$ cat src/rtl/updown_cmd_gen_if.sv
// Pushbutton-to-counter command bundle: raw buttons in, count strobe and direction out.
interface updown_cmd_gen_if;
  logic btn_up;
  logic btn_down;
  logic enable;
  logic dir;

  modport master (output btn_up, output btn_down, input enable, input dir);
  modport slave  (input btn_up, input btn_down, output enable, output dir);
endinterface

$ cat src/rtl/updown_cmd_gen.sv
// Up/down counter command generator: synchronise and debounce two buttons, then emit
// single-cycle enable pulses with direction, auto-repeating while a single button is held.
module updown_cmd_gen #(
  parameter int unsigned DEBOUNCE_CYCLES = 4,
  parameter int unsigned HOLD_CYCLES     = 16,
  parameter int unsigned REPEAT_CYCLES   = 4
) (
  input  logic               clk,
  input  logic               rst,
  updown_cmd_gen_if.slave    bus
);

  localparam int unsigned CW   = $clog2(DEBOUNCE_CYCLES);
  localparam int unsigned TMAX = (HOLD_CYCLES > REPEAT_CYCLES) ? HOLD_CYCLES : REPEAT_CYCLES;
  localparam int unsigned TW   = $clog2(TMAX);

  typedef enum logic [1:0] {IDLE, HOLD, REPEAT, BLOCKED} state_t;

  // Index 0 = up button, index 1 = down button.
  logic [1:0]    sync1;
  logic [1:0]    sync2;
  logic [1:0]    stable;
  logic [CW-1:0] cnt [2];
  logic [1:0]    rel_c;

  state_t        state, state_nx;
  logic [TW-1:0] timer, timer_nx;
  logic          enable_q, enable_nx;
  logic          dir_q, dir_nx;

  logic up_db, down_db, both_hi_c, both_lo_c, held_c, held_rel_c;

  // Two-flop synchronisers followed by per-button debounce counters.
  always_ff @(posedge clk or posedge rst) begin
    if (rst) begin
      sync1  <= '0;
      sync2  <= '0;
      stable <= '0;
      for (int i = 0; i < 2; i++) cnt[i] <= '0;
    end else begin
      sync1 <= {bus.btn_down, bus.btn_up};
      sync2 <= sync1;
      for (int i = 0; i < 2; i++) begin
        if (sync2[i] == stable[i]) begin
          cnt[i] <= '0;
        end else if (cnt[i] == CW'(DEBOUNCE_CYCLES - 1)) begin
          stable[i] <= ~stable[i];
          cnt[i]    <= '0;
        end else begin
          cnt[i] <= cnt[i] + CW'(1);
        end
      end
    end
  end

  // A debounced level that is about to fall on this edge; lets release win over a due pulse.
  always_comb begin
    for (int i = 0; i < 2; i++)
      rel_c[i] = stable[i] & ~sync2[i] & (cnt[i] == CW'(DEBOUNCE_CYCLES - 1));
  end

  assign up_db      = stable[0];
  assign down_db    = stable[1];
  assign both_hi_c  = up_db & down_db;
  assign both_lo_c  = ~up_db & ~down_db;
  assign held_c     = dir_q ? (up_db & ~down_db) : (down_db & ~up_db);
  assign held_rel_c = dir_q ? rel_c[0] : rel_c[1];

  always_ff @(posedge clk or posedge rst) begin
    if (rst) begin
      state    <= IDLE;
      timer    <= '0;
      enable_q <= 1'b0;
      dir_q    <= 1'b0;
    end else begin
      state    <= state_nx;
      timer    <= timer_nx;
      enable_q <= enable_nx;
      dir_q    <= dir_nx;
    end
  end

  always_comb begin
    state_nx  = state;
    timer_nx  = timer;
    enable_nx = 1'b0;
    dir_nx    = dir_q;
    case (state)
      IDLE: begin
        timer_nx = '0;
        if (both_hi_c) begin
          state_nx = BLOCKED;
        end else if (up_db ^ down_db) begin
          enable_nx = 1'b1;
          dir_nx    = up_db;
          state_nx  = HOLD;
        end
      end
      HOLD: begin
        if (both_hi_c) begin
          state_nx = BLOCKED;
          timer_nx = '0;
        end else if (!held_c) begin
          state_nx = IDLE;
          timer_nx = '0;
        end else if (timer == TW'(HOLD_CYCLES - 1) && !held_rel_c) begin
          enable_nx = 1'b1;
          state_nx  = REPEAT;
          timer_nx  = '0;
        end else begin
          timer_nx = timer + TW'(1);
        end
      end
      REPEAT: begin
        if (both_hi_c) begin
          state_nx = BLOCKED;
          timer_nx = '0;
        end else if (!held_c) begin
          state_nx = IDLE;
          timer_nx = '0;
        end else if (timer == TW'(REPEAT_CYCLES - 1) && !held_rel_c) begin
          enable_nx = 1'b1;
          timer_nx  = '0;
        end else begin
          timer_nx = timer + TW'(1);
        end
      end
      BLOCKED: begin
        timer_nx = '0;
        if (both_lo_c) state_nx = IDLE;
      end
      default: begin
        state_nx = IDLE;
        timer_nx = '0;
      end
    endcase
  end

  assign bus.enable = enable_q;
  assign bus.dir    = dir_q;

endmodule

$ cat src/flat_wrapper.sv
// flat-port wrapper written by rule: the top's interface ports become plain ports
module updown_cmd_gen_flat 
#(
  parameter int unsigned DEBOUNCE_CYCLES = 4,
  parameter int unsigned HOLD_CYCLES     = 16,
  parameter int unsigned REPEAT_CYCLES   = 4
)
  (clk, rst, bus_btn_up, bus_btn_down, bus_enable, bus_dir);
  updown_cmd_gen_if bus_i ();
  input  logic clk;
  input  logic rst;
  input wire logic [$bits(bus_i.btn_up)-1:0] bus_btn_up;
  input wire logic [$bits(bus_i.btn_down)-1:0] bus_btn_down;
  output wire logic [$bits(bus_i.enable)-1:0] bus_enable;
  output wire logic [$bits(bus_i.dir)-1:0] bus_dir;
  assign bus_i.btn_up = bus_btn_up;
  assign bus_i.btn_down = bus_btn_down;
  assign bus_enable = bus_i.enable;
  assign bus_dir = bus_i.dir;
  updown_cmd_gen #(.DEBOUNCE_CYCLES(DEBOUNCE_CYCLES), .HOLD_CYCLES(HOLD_CYCLES), .REPEAT_CYCLES(REPEAT_CYCLES)) u_core (.clk(clk), .rst(rst), .bus(bus_i));
endmodule
$ cat config.mk
export PLATFORM = sky130hd
export DESIGN_NAME = updown_cmd_gen_flat
export DESIGN_NICKNAME = d
export VERILOG_FILES = /design/src/rtl/updown_cmd_gen_if.sv /design/src/rtl/updown_cmd_gen.sv /design/src/flat_wrapper.sv
export SDC_FILE = /design/constraint.sdc
export NUM_CORES = 1
export LEC_CHECK = 0
export ABC_AREA = 1
export CAP_MARGIN = 10
export CORE_UTILIZATION = 42
export DETAILED_ROUTE_END_ITERATION = 8
export SETUP_SLACK_MARGIN = 0.05
export SLEW_MARGIN = 20
export SYNTH_ARGS = -nofsm -noshare
export SYNTH_HDL_FRONTEND = slang
export SYNTH_SLANG_ARGS = --single-unit
$ cat constraint.sdc
create_clock -name clk -period 1.3 [get_ports clk]
set_input_delay 0.195 -clock clk [delete_from_list [all_inputs] [get_ports clk]]
set_output_delay 0.195 -clock clk [all_outputs]
set_load 0.01 [all_outputs]
==> flow_metrics.tcl <==
set metrics [dict create \
    fin_skew_ns 0.00538 \
    synth.distinct_cells 21 \
    cts.path.max_buffers 2 \
    synth_area_um2 961 \
    p_leak_uw 0.000579 \
    intPower_uw 1480 \
    cp_max_fo 4 \
    drv_cap 0 \
    syn_area_per_cell_um2 9.07 \
    seqPwrFrac_pct 34.2 \
    die_w_um 49.8 \
    grt_max_degree 19 \
    wl_per_cell_um 10.9 \
    synthesis.nets 119 \
    netSwitchingPower_uw 1090 \
    slew_headroom_pct 84.8 \
    clk_pin_slew_ns 0.10 \
    fin_ws_ns -0.0378 \
    h-tree-depth 1 \
    final_cell_mix "17 x nand2_1, 15 x dfrtp_1, 12 x inv_1" \
    antenna_found_initial 0 \
    layout-drive-gt1-share_pct 31.4 \
    hold_ws_ns 0.210 \
    drv_slew 0 \
    path_cells "inv_4, ha_4, inv_2, nand2_2, nand3_4, nor2_4, o21ai_4, a21oi_2" \
    dp.cells 142 \
    drtIter0Drc 13 \
    synth-seq-cells 18 \
    pre_cts_slack_ns -0.0480 \
    timing.final.crit_share_pct 103 \
    cp_num_buf_inv 2 \
    ir_worst_vdd_mv 1.18 \
    stdcell_count 148 \
    stdcell_area_mm2 0.00120 \
    seq_area_frac_synth_pct 46.9 \
    drc 0 \
    slowest_stage "dfrtp_2" \
    die_area_mm2 0.00248 \
    ys_warn_count 0 \
    via_per_inst 4.71 \
    max_stage_delay_ns 0.47 \
    cts-hold-fix-buffers 0 \
    status "finished, violations left" \
    required_ns 1.52 \
    coreArea_mm2 0.00206 \
    area_growth_pct 25.3 \
    cp_top_family "flip-flops" \
    finalCriticalPeriod_ns 1.34 \
    cts_buffers 3 \
    place_congestion 0.792 \
    rows 16 \
    num_vias 697 \
    critPathKind "register to register" \
    tightest_slew_ns 0.228 \
    cts_sinks 18 \
    drtPass1Iterations 4 \
    grt_pass1_vias 698 \
    cp-start-kind "register" \
    cp.arrival_ns 1.56 \
    dp_hpwl_mm 1.20 \
    holdCritPathClass "input port to asynchronous set/reset pin" \
    postPlaceCellArea_mm2 0.00109 \
    p_comb_share_pct 52.9 \
    start_util_pct 46.6 \
    insertion_delay_ns 0.29 \
    fin_util_pct 58.4 \
    rsz0062_at_grt "true" \
    setup_violations 6 \
    fp.dieH_um 49.8 \
    crit_path_end_kind "register" \
    mostFrequentLayoutCell "nand2_1" \
    drt-total-wl_mm 1.61 \
    synth_largest_area_cell "dfrtp_1" \
    root_buffer "clkbuf_4" \
    synth_cells 106 \
    cts_tree "built" \
    grt_overflow 0 \
    synthTopCellsByArea "dfrtp_1 47%, ha_1 12%, nand2_1 7.0%" \
    hold_viol 0 \
    grt_first_pass_wirelength_mm 2.87 \
    synth_top_area_share_pct 46.9 \
    power.density_mw_per_mm2 2130 \
    antenna_left 0 \
    antennaDiodeCount 0 \
    fmax_ghz 0.747 \
    grt_usage_pct 15.1 \
    io_buffer_count 5 \
    swShare_pct 42.5 \
    io_pins 6 \
    violations "negative setup slack" \
    fin_nets 135 \
    clkPwrFrac_pct 13.0 \
]
==> path summary, 6_finish.rpt <==
kind	from	endpoint	slack, ns	depth (start not counted)
worst max-delay path	u_core.stable[0]	u_core.timer[2]	-0.04	8
worst min register to register	u_core.sync1[1]	u_core.sync2[1]	0.36	0
max in group asynchronous	rst	u_core.stable[1]	0.88	3
worst min-delay path	rst	u_core.timer[1]	0.21	3
worst max register to register	u_core.stable[0]	u_core.timer[2]	-0.04	8
min in group clk	bus_btn_down	u_core.sync1[1]	0.34	1
==> routing by layer <==
metal  wire length [um]  global-route usage [%]  share of wire [%]  vias up
met1                779                    18.6                 48      324
met3                 33                    1.85                2.0        2
met4                 10                    4.29               0.62        0
met5                  0                       0                  0        -
met2                788                    27.3                 49        8
li1                   -                       -                  -      363
==> synthesized netlist by cell type <==
cell       n
nand2_2    2
xnor2_1    1
nor2_4     1
o21ai_0    2
a21oi_1    4
ha_1       9
nor2_2     2
nor3_1     2
a21boi_1   1
nand2_4    1
nand3_4    1
nand2_1   18
xor2_1     3
o21ai_2    1
dfrtp_1   18
o211ai_1   1
nand3b_2   1
inv_2      2
nand3_1   10
nor2_1     9
inv_1     17
==> tightest hold or removal path: cells and delay by family <==
family   cells  cell delay, ns
buf+inv      3            0.68
==> power by group through the flow <==
stage	clock network, uW	logic (uW)	registers [uW]
3_5_place_dp	0	1180	878
4_1_cts	355	1340	875
3_3_place_gp	0	1150	874
2_1_floorplan	0	881	861
5_1_grt	370	1550	900
6_report	333	1360	878
==> repair_timing <==
item,4_1_cts,5_1_grt
pin swaps,5,3
setup buffers,2,0
resized for setup,20,2
endpoints found under the setup margin,9,7
==> metrics by stage <==
stage	setup TNS [ns]	power (uW)
floorplan	0	1740
global placement	-0.216	2030
detailed placement	-0.247	2060
CTS	-0.168	2570
global route	-0.725	2820
finish	-0.173	2570
==> cell type report <==
| class | count | area, um^2 |
|---|---|---|
| clock buffer | 4 | 36.3 |
| fill | 178 | 858 |
| inverter | 19 | 76.3 |
| multi-input combinational | 69 | 507 |
| sequential | 18 | 454 |
| tap | 27 | 33.8 |
| timing repair buffer | 11 | 96.3 |
==> registers in the layout, indices dropped and copies added, names as in the netlist <==
signal             count
u_core.sync1           2
u_core.state           2
u_core.bus.enable      1
u_core.sync2           2
u_core.timer           4
u_core.cnt             4
u_core.bus.dir         1
u_core.stable          2
==> logic make-up (layout without fill, tap and decap cells) <==
kind of cell               count (synthesis)  in the layout  synth area share [%]
and+or+nand+nor                           47             47                  24.7
buffers and inverters                     19             34                  7.42
DFF                                       18             18                  46.9
adders and majority gates                  9              9                  11.7
AOI/OAI and AO/OA                          9              9                  5.60
xor gates and xnor gates                   4              4                  3.65
Note: power is estimated with default switching activity, not from simulation.
